==> src/rtl/stack_unit.sv <==
// Hardware call/return stack: saves {pc, flags} frames into data memory below STACK_TOP
// through an arbitrated data bus, and restores them on pop.
module stack_unit #(
  parameter logic [7:0] STACK_TOP = 8'hFF,
  parameter int         DEPTH     = 16
) (
  input  logic       clk,
  input  logic       rst,
  input  logic       stack_op_ongoing,
  input  logic       push_or_pop,
  input  logic [7:0] pc_in,
  input  logic [5:0] flags_in,
  output logic       stack_op_end,
  output logic [7:0] return_addr,
  output logic [5:0] flags_out,
  output logic       bus_req,
  input  logic       bus_grant,
  output logic [7:0] mem_addr,
  output logic       mem_wr,
  output logic       mem_rd,
  output logic [7:0] mem_dout,
  input  logic [7:0] mem_din,
  output logic [7:0] sp,
  output logic       stk_err
);

  localparam int DW = $clog2(DEPTH + 1);

  typedef enum logic [2:0] {IDLE, REQ, ACC0, ACC1, END} state_t;

  state_t        state_r, state_s;
  logic          push_r;
  logic [7:0]    pc_r;
  logic [5:0]    flags_r;
  logic [7:0]    sp_r;
  logic [DW-1:0] depth_r;
  logic [7:0]    ret_r;
  logic [5:0]    flg_r;
  logic          err_r;
  logic          err_pend_r;
  logic          full_s, empty_s, bad_s, access_s;

  assign full_s   = (depth_r == DW'(DEPTH));
  assign empty_s  = (depth_r == {DW{1'b0}});
  assign bad_s    = push_or_pop ? full_s : empty_s;
  assign access_s = ((state_r == ACC0) || (state_r == ACC1)) && bus_grant;

  assign sp          = sp_r;
  assign return_addr = ret_r;
  assign flags_out   = flg_r;
  assign stk_err     = err_r;

  // State register
  always_ff @(posedge clk or negedge rst) begin
    if (!rst) state_r <= IDLE;
    else      state_r <= state_s;
  end

  // Next-state logic; a rejected request spends one extra IDLE cycle so stk_err is
  // already visible when the completion pulse arrives.
  always_comb begin
    state_s = state_r;
    case (state_r)
      IDLE: begin
        if (err_pend_r)                      state_s = END;
        else if (stack_op_ongoing && !bad_s) state_s = REQ;
        else                                 state_s = IDLE;
      end
      REQ:     state_s = bus_grant ? ACC0 : REQ;
      ACC0:    state_s = bus_grant ? ACC1 : ACC0;
      ACC1:    state_s = bus_grant ? END  : ACC1;
      END:     state_s = IDLE;
      default: state_s = IDLE;
    endcase
  end

  // Request latching, stack pointer/depth bookkeeping and restored-frame capture
  always_ff @(posedge clk or negedge rst) begin
    if (!rst) begin
      push_r     <= 1'b0;
      pc_r       <= 8'h00;
      flags_r    <= 6'h00;
      sp_r       <= STACK_TOP;
      depth_r    <= {DW{1'b0}};
      ret_r      <= 8'h00;
      flg_r      <= 6'h00;
      err_r      <= 1'b0;
      err_pend_r <= 1'b0;
    end else begin
      case (state_r)
        IDLE: begin
          if (err_pend_r) begin
            err_pend_r <= 1'b0;
          end else if (stack_op_ongoing) begin
            if (bad_s) begin
              err_pend_r <= 1'b1;
              err_r      <= 1'b1;
            end else begin
              push_r  <= push_or_pop;
              pc_r    <= pc_in;
              flags_r <= flags_in;
            end
          end
        end
        ACC0: begin
          if (bus_grant && !push_r) flg_r <= mem_din[5:0];
        end
        ACC1: begin
          if (bus_grant) begin
            if (push_r) begin
              sp_r    <= sp_r - 8'd2;
              depth_r <= depth_r + DW'(1);
            end else begin
              ret_r   <= mem_din;
              sp_r    <= sp_r + 8'd2;
              depth_r <= depth_r - DW'(1);
            end
          end
        end
        default: ;
      endcase
    end
  end

  // Bus/memory outputs decoded from state; address and data stay 0 when idle so
  // several masters can share an OR-combined bus.
  always_comb begin
    bus_req      = (state_r == REQ) || (state_r == ACC0) || (state_r == ACC1);
    stack_op_end = (state_r == END);
    mem_wr       = access_s && push_r;
    mem_rd       = access_s && !push_r;
    mem_addr     = 8'h00;
    mem_dout     = 8'h00;
    if (access_s) begin
      if (state_r == ACC0) begin
        mem_addr = push_r ? sp_r : (sp_r + 8'd1);
        mem_dout = push_r ? pc_r : 8'h00;
      end else begin
        mem_addr = push_r ? (sp_r - 8'd1) : (sp_r + 8'd2);
        mem_dout = push_r ? {2'b00, flags_r} : 8'h00;
      end
    end else begin
      mem_addr = 8'h00;
      mem_dout = 8'h00;
    end
  end

endmodule

==> config.mk <==
export PLATFORM = sky130hd
export DESIGN_NAME = stack_unit
export DESIGN_NICKNAME = d
export VERILOG_FILES = /design/src/rtl/stack_unit.sv
export SDC_FILE = /design/constraint.sdc
export NUM_CORES = 1
export LEC_CHECK = 0
export CAP_MARGIN = 0
export CORE_ASPECT_RATIO = 0.75
export CORE_MARGIN = 8
export CORE_UTILIZATION = 40
export CTS_BUF_LIST = sky130_fd_sc_hd__clkbuf_4
export DETAILED_ROUTE_END_ITERATION = 8
export GPL_ROUTABILITY_DRIVEN = 0
export PLACE_DENSITY = 0.68
export SLEW_MARGIN = 0
export SYNTH_ARGS = -nofsm -noshare
export SYNTH_HDL_FRONTEND = slang
export SYNTH_SLANG_ARGS = --single-unit
==> constraint.sdc <==
create_clock -name clk -period 3.38 [get_ports clk]
set_input_delay 0.507 -clock clk [delete_from_list [all_inputs] [get_ports clk]]
set_output_delay 0.507 -clock clk [all_outputs]
set_load 0.1 [all_outputs]
## After elaboration in Yosys (flattened, before gate mapping)

Cells that the tools add are included.

- Bits in registers: 47
- Input port bits: 27
- Output and inout port bits: 43
- Logic and storage cells: 61

- $add $sub $neg: 6
- Equal/unequal tests: 5
- Multiplexer cells: 20
- Bitwise logic cells: 3
- Reductions and logical operators: 17

Operators by type and width:

| kind | number |
|---|---|
| 8-bit 2-to-1 mux | 8 |
| 3-bit case mux with 4 select lines | 1 |
| 8-bit by 1-bit adder with 8-bit output, second input constant | 1 |
| 8-bit by 2-bit adder with 8-bit output, second input constant | 1 |
| 4-bit AND reduction | 2 |
| 8-bit by 1-bit subtractor with 8-bit output, second input constant | 1 |
| 8-bit by 2-bit subtractor with 8-bit output, second input constant | 1 |
| 3-bit by 2-bit equality test with 1-bit output, second input constant | 2 |
| 1-bit 2-to-1 mux | 6 |
| 3-bit 2-to-1 mux | 2 |
| 6-bit 2-to-1 mux | 1 |
| 5-bit by 1-bit adder with 5-bit output, second input constant | 1 |
| 5-bit equality test, second input constant | 1 |
| 1-bit logical AND | 5 |
| 5-bit zero test | 1 |
| 5-bit 2-to-1 mux | 1 |
| 5-bit by 1-bit subtractor with 5-bit output, second input constant | 1 |
| 2-bit AND reduction | 2 |
| 3-bit by 1-bit equality test with 1-bit output, second input constant | 1 |
| 3-bit equality test, second input constant | 1 |
| 3-bit zero test | 1 |
| 1-bit logical OR | 3 |
| 1-bit inverter | 3 |
| 3-bit AND reduction | 1 |
| other kinds (2) | 3 |

## Longest topological paths before layout

Gate-level depths: netlist (run 1).

- Depth after elaboration: 7
- Mapped depth: 7

## Worst setup path after synthesis (run 1)

Ideal clock, no wire load.

- Path kind: reg-to-output
- From: reg sp_r[2] (netlist: sp[2])
- To: out mem_addr[3]
- Data arrival time: 2.969 ns
- Slack: -0.096 ns
- Stages on the path, launching flop included: 5
- Buffers on the path: 0
- Cell sequence: dfstp_2 ha_1 nand2_1 or2_2 a21oi_1

- Longest elaborated chain between the ends: 4
- Elaborated cells between the ends (all ways): 7

Ends and longest elaborated chain:

| what | line | source |
|---|---|---|
| start, declared | 35 | `logic [7:0] sp_r;` |
| start signal, assigned | 111 | `sp_r <= sp_r - 8'd2;` |
| start signal, assigned | 115 | `sp_r <= sp_r + 8'd2;` |
| 8-bit by 2-bit adder with 8-bit output (tied with other cells) | 139 | `mem_addr = push_r ? (sp_r - 8'd1) : (sp_r + 8'd2);` |
| 8-bit 2-to-1 mux (on tied branches) | 139, 136 |  |
| 8-bit 2-to-1 mux * | 135 | `if (state_r == ACC0) begin` |
| 8-bit 2-to-1 mux * | 134 | `if (access_s) begin` |
| end, declared | 18 | `output logic [7:0] mem_addr,` |

Every way passes the cells marked *; elsewhere a longest branch is shown, timed or not.

## Worst setup path after layout (run 1)

- From: reg push_r
- To: out mem_dout[6]

- Longest elaborated chain between the ends: 3

Ends and longest elaborated chain:

| what | line | source |
|---|---|---|
| start, declared | 32 | `logic push_r;` |
| start signal, assigned | 99 | `push_r <= push_or_pop;` |
| 8-bit 2-to-1 mux | 137 | `mem_dout = push_r ? pc_r : 8'h00;` |
| 8-bit 2-to-1 mux | 135 |  |
| 8-bit 2-to-1 mux | 134 |  |
| end, declared | 21 | `output logic [7:0] mem_dout,` |

No other way between the ends.

==> impl_metrics.tcl, run 1 <==
set metrics [dict create \
    dp_hpwl_mm 4.09 \
    hold_violations 0 \
    worstSetupPathType "register to output pin" \
    max_freq_mhz 363 \
    synth_top_area_cell "dfrtp_1" \
    setup_tns_ns 0 \
    antenna_found_initial 0 \
    clk_latency_ns 0.35 \
    overflow 0 \
    die_x_um 105 \
    rsz0062_at_grt "no" \
    wl_mm 5.47 \
    cts_tree "yes" \
    syn2layout_area_growth_pct 36.9 \
    fp-row-count 24 \
    drtPass1Iterations 4 \
    dr.first_iter.drc_count 47 \
    diodes 0 \
    grt_pass1_vias 1836 \
    drc 0 \
    grt_usage_pct 13.1 \
    hold_path_class "input pin to asynchronous set/reset pin" \
    cts_resized 0 \
    clockBufferDepth 2 \
    fin_crit_ns 2.75 \
    cts.sinks 46 \
    path_max_fanout 11 \
    reg2reg_slack_ns 1.11 \
    cp.required_ns 2.87 \
    ios 70 \
    synthTopCellsByArea "dfrtp_1 (42%), mux2_2 (10%), dfstp_2 (7.8%)" \
    syn_area_per_cell_sq_um 11.6 \
    start_util_pct 41.0 \
    core_area_sq_mm 0.00574 \
    cts_setup_buffers 0 \
    layout-drive-gt1-share_pct 30.9 \
    critPathLaunchType "register" \
    grt_max_degree 31 \
    htreeDepth 2 \
    fin_worst_skew_ns 0.0104 \
    min_period_over_period_pct 81.4 \
    ys_seq_elements 46 \
    slew_violations 0 \
    status "completed" \
    grt_pass1_wl_mm 8.94 \
    yosys_warnings 0 \
    maxCapViolations 0 \
    die_area_sq_mm 0.00861 \
    worst_pin_slew_ns 1.03 \
    syn_nets 237 \
    cts-root-buf "clkbuf_4" \
    cts_buffers 5 \
    nets 309 \
    drtAntennaViolNets 0 \
    yosysSeqAreaShare_pct 49.4 \
    ys_types 36 \
    clkTransAtPathRegs_ns 0.13 \
    slew_headroom_pct 31.3 \
    vias_per_cell 4.89 \
    synth.top_cell.area_share_pct 41.5 \
    wl_per_cell_um 15.5 \
    setup_viol 0 \
    io_buffers 68 \
    syn_area_sq_mm 0.00235 \
    netlist_instances 202 \
    cp-end-kind "output pin" \
    vias 1726 \
    cts_hold_buf 0 \
    arrival_ns 2.24 \
    die_height_um 82.4 \
]
[worst max-delay path, cell delays in order, from the launching register on]
cell and delay (ns):
dfrtp_1 0.58, inv_1 0.30, or2_2 0.45, inv_1 0.15
and3_1 0.22, buf_12 0.18
[kinds of logic after synthesis]
logic type | synth area share [%]
multiplexers | 17.9
AND/OR/NAND/NOR | 12.3
XOR/XNOR | 6.34
buffers and inverters | 3.19
AO/OA/AOI/OAI | 6.12
flip-flops | 49.4
adder cells (fa/ha/maj) | 4.58
other | 0.160
[state kept, by name, indices dropped and copies added, names as in the netlist]
register	flops
depth_r	5
state_r	3
stk_err	1
push_r	1
sp	7
err_pend_r	1
pc_r	8
flags_r	6
flags_out	6
return_addr	8
[layer usage]
metal	track usage, %	up-vias	wire length [um]
met5	0	-	0
met4	3.60	0	40
met3	6.98	5	588
met2	19.8	54	2340
met1	16.0	830	2500
li1	-	837	-
[cell usage after synthesis]
| cell | n |
|---|---|
| a2111oi_4 | 1 |
| a21o_1 | 3 |
| a21oi_1 | 8 |
| a31o_2 | 1 |
| a32o_1 | 1 |
| and2_1 | 1 |
| and3_1 | 3 |
| and4b_1 | 1 |
| buf_4 | 2 |
| buf_6 | 2 |
| clkbuf_1 | 5 |
| conb_1 | 1 |
| dfrtp_1 | 39 |
| dfstp_2 | 7 |
| fa_1 | 1 |
| ha_1 | 7 |
| inv_1 | 5 |
| mux2_2 | 21 |
| mux2_4 | 7 |
| mux2i_1 | 8 |
| nand2_1 | 13 |
| nand2b_1 | 1 |
| nand3_1 | 1 |
| nand3b_1 | 1 |
| nand4b_1 | 2 |
| nor2_1 | 25 |
| nor3_1 | 4 |
| nor4_1 | 1 |
| o21ai_0 | 7 |
| or2_2 | 2 |
| or3_1 | 1 |
| or3_4 | 1 |
| or3b_2 | 1 |
| or4b_2 | 1 |
| xnor2_1 | 12 |
| xor2_1 | 5 |
[layout make-up]
class | count | area, sq um
clock buffers | 6 | 45.0
clock inverters | 2 | 8.76
fillers | 518 | 2520
inverters | 5 | 18.8
multi-input cells | 142 | 1120
flip-flops and latches | 46 | 1160
well taps | 78 | 97.6
repair buffers | 74 | 766
[layout by cell type (no fill, tap or decap), types with 6 or more instances in the layout]
cell type	instances
clkdlybuf4s50_1	40
dfrtp_1	39
nor2_1	24
buf_4	24
mux2_2	21
nand2_1	13
xnor2_1	12
buf_12	9
mux2i_1	8
a21oi_1	7
o21ai_0	7
mux2_4	7
ha_1	7
dfstp_2	7
clkbuf_4	6
[stage by stage]
step / util (%) / setup slack (ns) / cell area, sq um / hold slack, ns / std cells
2_1_floorplan: - / 0.0484 / 2360 / 0.211 / 202
3_3_place_gp: 55.1 / 0.797 / 3160 / 0.464 / 345
3_5_place_dp: 55.1 / 0.741 / 3160 / 0.480 / 345
4_1_cts: 56.1 / 0.566 / 3220 / 0.192 / 353
5_1_grt: 56.1 / 0.458 / 3220 / 0.210 / 353
6_report: 56.1 / 0.629 / 3220 / 0.175 / 353
[path summary, 6_finish.rpt]
path	from	to	cells after the start
worst max-delay path	push_r	mem_dout[6]	5
worst min-delay path	rst	depth_r[0]	1
worst max register to register	push_r	depth_r[4]	6
worst min register to register	stk_err	stk_err	1
max in group asynchronous	rst	sp[4]	2
min in group clk	stk_err	stk_err	1
Power of run 1 is not shown: default switching activity piles up to over one toggle a cycle in this logic, so the estimate is an artifact.
==> inputs of run 2 (changes only) <==
PLACE_DENSITY = 0.7   (was 0.68)
clock period = 2.52 ns   (was 3.38 ns; I/O delays follow)
==> impl_metrics.tcl, run 2 (synthesis results as in run 1) <==
set metrics [dict create \
    status "completed" \
    cts_tree "yes" \
    antenna_found_initial 0 \
    fp-row-count 24 \
    fillers 493 \
    io_buffers 68 \
    design_area_sq_mm 0.00343 \
    vias_per_cell 4.77 \
    slew_violations 0 \
    drtAntennaViolNets 0 \
    drtPass1Iterations 4 \
    dr.first_iter.drc_count 38 \
    setup_viol 0 \
    htreeDepth 2 \
    clockBufferDepth 2 \
    cts-root-buf "clkbuf_4" \
    grt_usage_pct 13.2 \
    core_area_sq_mm 0.00574 \
    cts.sinks 46 \
    critPathLaunchType "register" \
    die_height_um 82.4 \
    overflow 0 \
    dp_hpwl_mm 4.30 \
    cts_setup_buffers 0 \
    wl_per_cell_um 15.4 \
    placed_area_sq_mm 0.00337 \
    arrival_ns 1.98 \
    layout-drive-gt1-share_pct 42.5 \
    min_period_over_period_pct 93.7 \
    fin_crit_ns 2.36 \
    wl_mm 5.51 \
    clk_latency_ns 0.36 \
    grt_pass1_vias 1805 \
    cp.required_ns 2.14 \
    hold_violations 0 \
    fin_worst_skew_ns 0.0224 \
    multiInputGateArea_sq_mm 0.00122 \
    grt_max_degree 23 \
    max_freq_mhz 423 \
    vias 1708 \
    nets 314 \
    maxCapViolations 0 \
    drc 0 \
    die_x_um 105 \
    start_util_pct 41.0 \
    final_cell_mix "dfrtp_1 (39), buf_4 (34), clkdlybuf4s50_1 (25), mux2_2 (21), buf_12 (18)" \
    grt_pass1_wl_mm 9.18 \
    seq_area_sq_mm 0.00116 \
    cp-end-kind "output pin" \
    hold_path_class "input pin to asynchronous set/reset pin" \
    clkTransAtPathRegs_ns 0.13 \
    ios 70 \
    path_max_fanout 6 \
    final_common_cell "dfrtp_1" \
    rsz0062_at_grt "no" \
    cts_buffers 5 \
    worstSetupPathType "register to output pin" \
    syn2layout_area_growth_pct 46.1 \
    diodes 0 \
    die_area_sq_mm 0.00861 \
]
-- run 2: changes by cell type in the layout (fill, tap and decap cells not counted), sizes merged --
| cell | change |
|---|---|
| buf | +19 |
| clkdlybuf4s50 | -15 |
| clkinvlp | +1 |
| dlygate4sd3 | +1 |
| inv | -1 |
-- run 2: area by class of cell --
cell class,count,share of cell area (%)
clock buffer,6,1.31
clock inverter,2,0.255
inverter,5,0.656
multi-input combinational,142,35.5
sequential,46,33.8
tap,78,2.84
timing repair buffer,79,25.7
-- run 2: final timing paths --
kind / startpoint / endpoint / slack (ns) / cells past startpoint
max: sp[2] / mem_addr[7] / 0.16 / 6
min: rst / return_addr[1] / 0.39 / 2
max reg2reg: state_r[1] / flags_r[3] / 0.50 / 4
min reg2reg: stk_err / stk_err / 0.50 / 1
max in group asynchronous: rst / sp[5] / 1.54 / 3
min in group clk: stk_err / stk_err / 0.50 / 1
-- run 2: per-layer routing --
layer | GRT usage (%) | wire length [um]
met3 | 5.04 | 357
met2 | 19.6 | 2440
met5 | 0 | 0
met1 | 18.1 | 2690
met4 | 2.59 | 26
-- run 2: what timing repair did --
item,CTS,global route
gates resized for setup,0,0
hold buffers,1,0
endpoints found under the hold margin,6,0
-- run 2: worst max-delay path, stage by stage (launching register included) --
cell and delay (ns):
dfstp_2 0.60, ha_1 0.17, and4b_1 0.26, and3_1 0.21, xnor2_1 0.08, nor2_2 0.13
buf_12 0.19
-- run 2: per-stage QoR --
step / util, % / std cells / hold WS, ns / setup slack (ns) / TNS, ns
2_1_floorplan: - / 202 / 0.0824 / -0.295 / -1.30
3_3_place_gp: 58.7 / 349 / 0.248 / 0.242 / 0
3_5_place_dp: 58.7 / 349 / 0.249 / 0.196 / 0
4_1_cts: 59.9 / 358 / 0.386 / 0.128 / 0
5_1_grt: 59.9 / 358 / 0.397 / 0.00394 / 0
6_report: 59.9 / 358 / 0.394 / 0.158 / 0
Power of run 2 is left out for the same reason.
==> inputs of run 3 (changes only) <==
CAP_MARGIN = unset   (was 0)
==> results of run 3 <==
No change in the layout: final DEF, timing and power equal those of run 2.
Power of run 3 is left out for the same reason.
